--- config.mk ---
export PLATFORM = sky130hd
export DESIGN_NAME = pipeline_scoreboard
export DESIGN_NICKNAME = d
export VERILOG_FILES = /design/src/rtl/scoreboard_pkg.sv /design/src/rtl/inflight_pipe.sv /design/src/rtl/pipeline_scoreboard.sv
export SDC_FILE = /design/constraint.sdc
export NUM_CORES = 1
export LEC_CHECK = 0
export ABC_CLOCK_PERIOD_IN_PS = 4000
export BUFFER_PORTS_ARGS = -buffer_cell sky130_fd_sc_hd__buf_2
export CAP_MARGIN = 20
export CORE_UTILIZATION = 40
export CTS_CLUSTER_SIZE = 16
export DETAILED_ROUTE_END_ITERATION = 10
export PLACE_DENSITY = 0.57
export SETUP_SLACK_MARGIN = 0.02
export SYNTH_ARGS = -nofsm -noshare
export SYNTH_HDL_FRONTEND = slang
export SYNTH_SLANG_ARGS = --single-unit
--- constraint.sdc ---
create_clock -name clk -period 4 [get_ports clk]
set_input_delay 0.4 -clock clk [delete_from_list [all_inputs] [get_ports clk]]
set_output_delay 0.4 -clock clk [all_outputs]
set_load 0.02 [all_outputs]
--- src/rtl/scoreboard_pkg.sv ---
// rtl/scoreboard_pkg.sv - shared types for the DE/EX issue scoreboard
package scoreboard_pkg;

    typedef logic [4:0] reg_addr_t;

    typedef struct packed {
        logic      valid;
        reg_addr_t rd;
    } inflight_t;

    typedef enum logic [1:0] {
        IDLE  = 2'd0,
        DRAIN = 2'd1,
        DONE  = 2'd2
    } sb_state_e;

endpackage

--- src/rtl/inflight_pipe.sv ---
// rtl/inflight_pipe.sv - DEPTH-stage shadow of EX/MEM/WB destination writes
module inflight_pipe
    import scoreboard_pkg::*;
#(
    parameter int DEPTH = 3
) (
    input  logic      clk_i,
    input  logic      rst_i,
    input  logic      hold_i,
    input  inflight_t entry_i,
    output inflight_t retire_o,
    output logic      busy_o
);

    inflight_t stage_q [DEPTH];

    always_ff @(posedge clk_i) begin
        if (rst_i) begin
            for (int i = 0; i < DEPTH; i++) stage_q[i] <= '0;
        end else if (!hold_i) begin
            stage_q[0] <= entry_i;
            for (int i = 1; i < DEPTH; i++) stage_q[i] <= stage_q[i-1];
        end
    end

    assign retire_o = stage_q[DEPTH-1];

    always_comb begin
        busy_o = 1'b0;
        for (int i = 0; i < DEPTH; i++) busy_o = busy_o | stage_q[i].valid;
    end

endmodule

--- src/rtl/pipeline_scoreboard.sv ---
// rtl/pipeline_scoreboard.sv - RAW scoreboard, memWait freeze and drain FSM; SCOREBOARD_PERF_EN adds stall counter
module pipeline_scoreboard
    import scoreboard_pkg::*;
#(
    parameter int NUM_REGS   = 32,
    parameter int DEPTH      = 3,
    parameter int PERF_CNT_W = 32
) (
    input  logic                  clk,
    input  logic                  rst,
    input  logic                  issueValidDE,
    input  logic [4:0]            rs1AddrDE,
    input  logic [4:0]            rs2AddrDE,
    input  logic                  rs1UsedDE,
    input  logic                  rs2UsedDE,
    input  logic [4:0]            rdAddrDE,
    input  logic                  rdWriteEnDE,
    input  logic                  flushDE,
    input  logic                  memWait,
    input  logic                  drainReq,
    output logic                  stallIFDE,
    output logic                  bubbleEX,
    output logic                  drainDone,
    output logic [PERF_CNT_W-1:0] stallCycles
);

    localparam int CW = $clog2(DEPTH + 1);
    localparam logic [CW-1:0] CNT_ONE = 1;

    logic [CW-1:0] cnt_q [NUM_REGS];
    logic [CW-1:0] cnt_d [NUM_REGS];
    sb_state_e     state_q, state_d;
    inflight_t     new_entry, retire;
    logic          pipe_busy, all_clear;
    logic          hazard, block, issue, de_live;

    assign de_live = issueValidDE & ~flushDE;
    assign hazard  = de_live &
                     ((rs1UsedDE & (rs1AddrDE != 5'd0) & (cnt_q[rs1AddrDE] != '0)) |
                      (rs2UsedDE & (rs2AddrDE != 5'd0) & (cnt_q[rs2AddrDE] != '0)));
    assign block   = (state_q == DRAIN);
    assign issue   = de_live & ~hazard & ~block & ~memWait;

    assign stallIFDE = ~rst & (memWait | (de_live & (hazard | block)));
    assign bubbleEX  = rst | (~memWait & ~issue);
    assign drainDone = ~rst & (state_q == DONE);

    assign new_entry.valid = issue & rdWriteEnDE & (rdAddrDE != 5'd0);
    assign new_entry.rd    = rdAddrDE;

    inflight_pipe #(.DEPTH(DEPTH)) u_pipe (
        .clk_i    (clk),
        .rst_i    (rst),
        .hold_i   (memWait),
        .entry_i  (new_entry),
        .retire_o (retire),
        .busy_o   (pipe_busy)
    );

    // Increment and decrement of the same register in one cycle cancel out.
    always_comb begin
        for (int r = 0; r < NUM_REGS; r++) begin
            cnt_d[r] = cnt_q[r];
            if (!memWait) begin
                if (new_entry.valid && new_entry.rd == reg_addr_t'(r)) cnt_d[r] = cnt_d[r] + CNT_ONE;
                if (retire.valid && retire.rd == reg_addr_t'(r))       cnt_d[r] = cnt_d[r] - CNT_ONE;
            end
        end
    end

    always_comb begin
        all_clear = ~pipe_busy;
        for (int r = 0; r < NUM_REGS; r++) begin
            if (cnt_q[r] != '0) all_clear = 1'b0;
        end
    end

    always_comb begin
        state_d = state_q;
        if (!memWait) begin
            case (state_q)
                IDLE:    if (drainReq) state_d = DRAIN;
                DRAIN:   if (all_clear) state_d = DONE;
                DONE:    state_d = IDLE;
                default: state_d = IDLE;
            endcase
        end
    end

    always_ff @(posedge clk) begin
        if (rst) begin
            state_q <= IDLE;
            for (int r = 0; r < NUM_REGS; r++) cnt_q[r] <= '0;
        end else begin
            state_q <= state_d;
            for (int r = 0; r < NUM_REGS; r++) cnt_q[r] <= cnt_d[r];
        end
    end

`ifdef SCOREBOARD_PERF_EN
    logic [PERF_CNT_W-1:0] stall_cnt_q;

    always_ff @(posedge clk) begin
        if (rst) begin
            stall_cnt_q <= '0;
        end else if (stallIFDE && !(&stall_cnt_q)) begin
            stall_cnt_q <= stall_cnt_q + 1'b1;
        end
    end

    assign stallCycles = stall_cnt_q;
`else
    assign stallCycles = '0;
`endif

endmodule

==> flow_summary.ini, run 1 <==
[critical_path]
worstPathMaxFanout = 14
critPathArrivalTime_ps = 3170
reg2reg_depth = 10
endpoint_kind = output port
cp_data_required_time_ps = 3600
worstSetupPathType = flop to output port
start_kind = flop

[power]
powerDensity_nw_per_um2 = 265
ir_worst_vdd_uv = 200
p_leak_nw = 2.74

[die]
initial_core_util_pct = 41.1
core_um2 = 18900
die_w_um = 141
rows = 50
die-area_um2 = 20000
io_pins = 59
die_height_um = 141

[global_route]
grt_pass1_vias = 6994
antenna_found_initial = 2
track_usage_pct = 26.2
grt_pass1_wl_um = 39600
grt_overflow_total = 0
grt_max_degree = 69

[hold_path]
hp-class = primary input to flop
hold_path_depth = 2

[timing]
worstMarginPinSlew_ps = 949
drv_slew = 0
setup_viol = 0
hold_violations = 0
setup_ws_ps = 434
min_period_over_period_pct = 89.1
clock.fmax_ghz = 0.280
rsz0062_at_grt = false
slew_headroom_pct = 36.2
fin_skew_ps = 12.3
min_period_ps = 3570
setup_tns_ps = 0

[place]
port_buffers = 26
dp_cells = 1283
dpl.hpwl_um = 19400
gp_congestion = 0.985
dp_slack_ps = 317

[logic_synthesis]
synth_ff_type = dfxtp_1
async_flop_share_pct = 0
synth_seq_area_share_pct = 24.0
synthTopCellsByArea = dfxtp_1, edfxtp_1, ha_1, nor2_1, a21oi_1
synth_cell_type_count = 80
synth_seq_cells = 84
yosysTopAreaCell = dfxtp_1
synth-edff-count = 18
synth_top_area_share_pct = 17.0
avgSynthCellArea_um2 = 7.51
postSynthCellCount = 1034
syn_area_um2 = 7770
synthTopCellsByCount = nor2_1, nand2_1, inv_1
yosysMostFrequentCell = nor2_1
yosys_warnings = 0

[detailed_routing]
routedWlPerCell_um = 20.1
first_pass_iters = 5
first_iter_violations = 706
drt-vias-per-instance = 6.08
vias = 7912
drc = 0
wl_um = 26100
antenna_left = 0

[job]
cap_violations = 0

[cells_and_area]
fin_cells = 1301
multi_input_area_um2 = 5250
drive_gt1_share_pct = 10.2
regArea_um2 = 1860
fillCellCount = 1970
areaGrowthSynthToFinish_pct = 7.93
nNetsFinal = 1090

[clock_network]
cts_htree_levels = 3
cts_tree = yes
root_buffer = clkbuf_16
clk_latency_ps = 360
clkTransAtPathRegs_ps = 60
clk_path_buf_depth = 2
cts_buffers = 9
cts_setup_buffers = 0
cts.sinks = 84

[status]
status = completed
## power by group
| part | internal [mW] | switching [mW] | leakage, nW |
|---|---|---|---|
| logic | 0.115 | 0.276 | 1.86 |
| clock network | 0.521 | 0.387 | 0.148 |
| registers | 0.890 | 0.0290 | 0.732 |
## critical path: stages (launching register included)
cell and delay [ps]:
dfxtp_1 420, nor2_1 160, mux4_1 530, o41ai_1 540, or3_2 490, nor2_1 100
o21ai_0 250, and2_1 160, buf_2 150
## area by class of cell
class,instances,share of cell area (%)
antenna,2,0.0597
clock buffer,12,3.07
clock inverter,4,0.567
inverter,73,3.27
multi-input combinational,811,62.6
sequential,84,22.2
tap,260,3.88
timing repair buffer,55,4.33
## cell usage in the layout (no fill, tap or decap), drive strengths merged, types with 9 or more instances in the layout
| cell | instances |
|---|---|
| inv | 72 |
| nor2b | 12 |
| nor2 | 99 |
| conb | 32 |
| a31oi | 15 |
| nor3 | 46 |
| buf | 55 |
| or3 | 16 |
| nand2 | 74 |
| o21ai | 41 |
| and2 | 24 |
| nand3 | 49 |
| xnor2 | 19 |
| and3 | 11 |
| or4 | 16 |
| ha | 32 |
| mux2i | 27 |
| dfxtp | 66 |
| nor4 | 49 |
| nand4 | 36 |
| edfxtp | 18 |
| a211o | 13 |
| a41oi | 9 |
| clkbuf | 12 |
| a21oi | 62 |
## kinds of logic after synthesis
group,count (synthesis),share of synthesized area [%]
compound gates,208,17.7
mux,39,5.99
xor+xnor,26,2.93
fa+ha+maj,32,5.15
flops,84,24.0
other cells,1,0.0483
simple gates,474,34.0
buf+inv,170,10.2
## per-stage QoR
step / util [%] / total power, mW / hold slack [ps] / cell area, um^2
final: 44.4 / 2.22 / 463 / 8380
after global routing: 44.3 / 2.29 / 478 / 8380
after CTS: 44.3 / 2.23 / 464 / 8380
after detailed placement: 42.7 / 1.32 / 478 / 8070
after global placement: 42.7 / 1.32 / 481 / 8070
after floorplan: - / 1.21 / 439 / 7880
## sequential cells by signal (all words and copies together) (netlist names)
register and count:
u_pipe.stage_q 18, cnt_q 64, state_q 2
## per-layer routing
| metal | up-vias | global-route usage, % | routed length [um] |
|---|---|---|---|
| li1 | 3771 | - | - |
| met1 | 3710 | 34.5 | 11600 |
| met2 | 354 | 39.3 | 11200 |
| met3 | 77 | 6.07 | 2090 |
| met4 | 0 | 14.8 | 1250 |
| met5 | - | 0 | 0 |
## path summary, 6_finish.rpt
kind                      from              endpoint  slack, ps
setup / recovery  cnt_q[16][0]             stallIFDE        430
hold / removal     rdAddrDE[1]  u_pipe.stage_q[0][1]        460
setup reg to reg  cnt_q[27][1]          cnt_q[10][1]        520
hold reg to reg    cnt_q[0][1]           cnt_q[0][1]        490
## what timing repair did
action	CTS	global route
hold buffers	0	0
endpoints found under the setup margin	0	1
resized for setup	0	1
Power figures use the tool's default switching activity.
==> inputs of run 2 (changes only) <==
--- a/config.mk
+++ b/config.mk
@@ -12,6 +12,7 @@
 export CTS_CLUSTER_SIZE = 16
 export DETAILED_ROUTE_END_ITERATION = 10
 export PLACE_DENSITY = 0.57
+export REMOVE_ABC_BUFFERS = 1
 export SETUP_SLACK_MARGIN = 0.02
 export SYNTH_ARGS = -nofsm -noshare
 export SYNTH_HDL_FRONTEND = slang
==> run 2 against run 1 <==
Compared with the run above: global-route usage grew 1.0 points; first-iteration DRC count grew 51%; sequential power is essentially flat; via count grew 1.3%; count of clock-buffer cells in the layout is the same; sequential share of layout area is essentially flat; wire length grew 2.0%; die area is the same; setup slack lost 150 ps; clock power shrank 3.0%; core utilization shrank 0.073 points; total power shrank 1.0%; critical endpoint unchanged; largest cell class unchanged.
==> flow_summary.ini, run 2 (synthesis results as in run 1) <==
[status]
status = completed

[critical_path]
path_cells = nor2_1, mux4_1, o41ai_1, or3_1, buf_4, nor2_1, o21ai_0, and2_1, buf_2
crit_slowest_cell = o41ai_1
worstSetupPathType = flop to output port
crit_family = compound AO/OA/AOI/OAI gates
start_kind = flop
crit_top_cell = nor2_1
critPathArrivalTime_ps = 3320
worst-path-buf-inv = 2
endpoint_kind = output port
cp_data_required_time_ps = 3600
worstPathMaxFanout = 8
cpPeakStageDelay_ps = 590
critPathLaunch = cnt_q[16][0]
rr_startpoint = cnt_q[27][1]

[timing]
clock.fmax_ghz = 0.269
rsz0062_at_grt = false
slew_headroom_pct = 34.1
worstMarginPinSlew_ps = 985
drv_slew = 0
fin_skew_ps = 11.2
min_period_ps = 3720
min_period_over_period_pct = 93.0
setup_viol = 0
hold_violations = 0

[power]
p_total_mw = 2.20
combPwrFrac_pct = 18.0
p_leak_nw = 2.74
p_clk_share_pct = 40.1
pwr-share-seq_pct = 41.9
powerDensity_nw_per_um2 = 262
ir_worst_vdd_uv = 207
switchingPower_mw = 0.692
internal_power_mw = 1.50
netSwitchingFraction_pct = 31.5

[detailed_routing]
first_iter_violations = 1066
wl_um = 26600
drt-vias-per-instance = 6.16
first_pass_iters = 6
vias = 8017
routedWlPerCell_um = 20.5
antenna_left = 0
drc = 0

[cells_and_area]
areaGrowthSynthToFinish_pct = 7.75
largest-register = cnt_q
multi_input_area_um2 = 5250
diodes = 0
largestRegisters = cnt_q (64), u_pipe.stage_q (18), state_q (2)
final_common_cell = nor2_1
drive_gt1_share_pct = 10.3
largest_register_ffs = 64
layout_common_cells = nor2_1, nand2_1, inv_1
regArea_um2 = 1860
fillCellCount = 1941
nNetsFinal = 1092
fin_area_um2 = 8370

[global_route]
grt_max_degree = 88
grt_pass1_vias = 7218
grt_pass1_wl_um = 41600
track_usage_pct = 27.2
antenna_found_initial = 1
grt_overflow_total = 0

[place]
port_buffers = 26
dpl.hpwl_um = 19200
gp_congestion = 0.923
placed_area_um2 = 8070

[clock_network]
cts_htree_levels = 3
clk_path_buf_depth = 2
clk_latency_ps = 360
cts_buffers = 9
root_buffer = clkbuf_16
cts_hold_buf = 0
cts.sinks = 84
ctsResizeCount = 0
cts_tree = yes
clkTransAtPathRegs_ps = 70
cts_setup_buffers = 0

[hold_path]
hp-start = cnt_q[0][1]
hp-class = flop to flop

[die]
die_w_um = 141
io_pins = 59
core_um2 = 18900
die-area_um2 = 20000
die_height_um = 141
rows = 50
initial_core_util_pct = 41.1

[job]
cap_violations = 0
run 2: metrics by stage:
step | std cells | util, % | hold WS [ps] | TNS [ps] | setup WS (ps)
floorplan | 968 | - | 436 | -171 | -105
global placement | 1285 | 42.7 | 472 | 0 | 354
detailed placement | 1285 | 42.7 | 481 | 0 | 279
CTS | 1301 | 44.3 | 483 | 0 | 321
global route | 1301 | 44.3 | 510 | 0 | 38.1
finish | 1301 | 44.3 | 496 | 0 | 280
run 2: worst paths after layout:
check | endpoint | slack (ps) | cells after the start
setup / recovery | stallIFDE | 280 | 9
hold / removal | cnt_q[0][1] | 500 | 2
setup reg to reg | cnt_q[30][1] | 500 | 9
hold reg to reg | cnt_q[0][1] | 500 | 2
run 2: power by group through the flow:
stage	registers [mW]	logic, mW	clock network [mW]
3_5_place_dp	0.937	0.384	0
6_report	0.919	0.395	0.881
2_1_floorplan	0.927	0.212	0
5_1_grt	0.922	0.424	0.925
3_3_place_gp	0.937	0.382	0
4_1_cts	0.918	0.386	0.901
run 2: cell type report:
cell class,count,area share (%)
clock inverter,4,0.583
tap,260,3.89
timing repair buffer,57,4.37
inverter,73,3.27
clock buffer,12,2.95
multi-input combinational,811,62.7
sequential,84,22.2
run 2: layer usage:
layer  vias up  part of all wire (%)  GRT usage (%)
li1       3773                     -              -
met1      3766                    44           37.4
met2       407                    43           41.7
met3        71                   9.1           5.50
met4         0                   3.3           10.4
met5         -                     0              0
run 2: worst reg2reg max path: stages, from the launching register on:
cell       delay [ps]
dfxtp_1           340
nor2_1            340
a21oi_1           120
mux4_2            480
nand4_1           180
o2111ai_4         370
buf_4             330
or4_1             620
or4b_1            500
a41oi_1           150
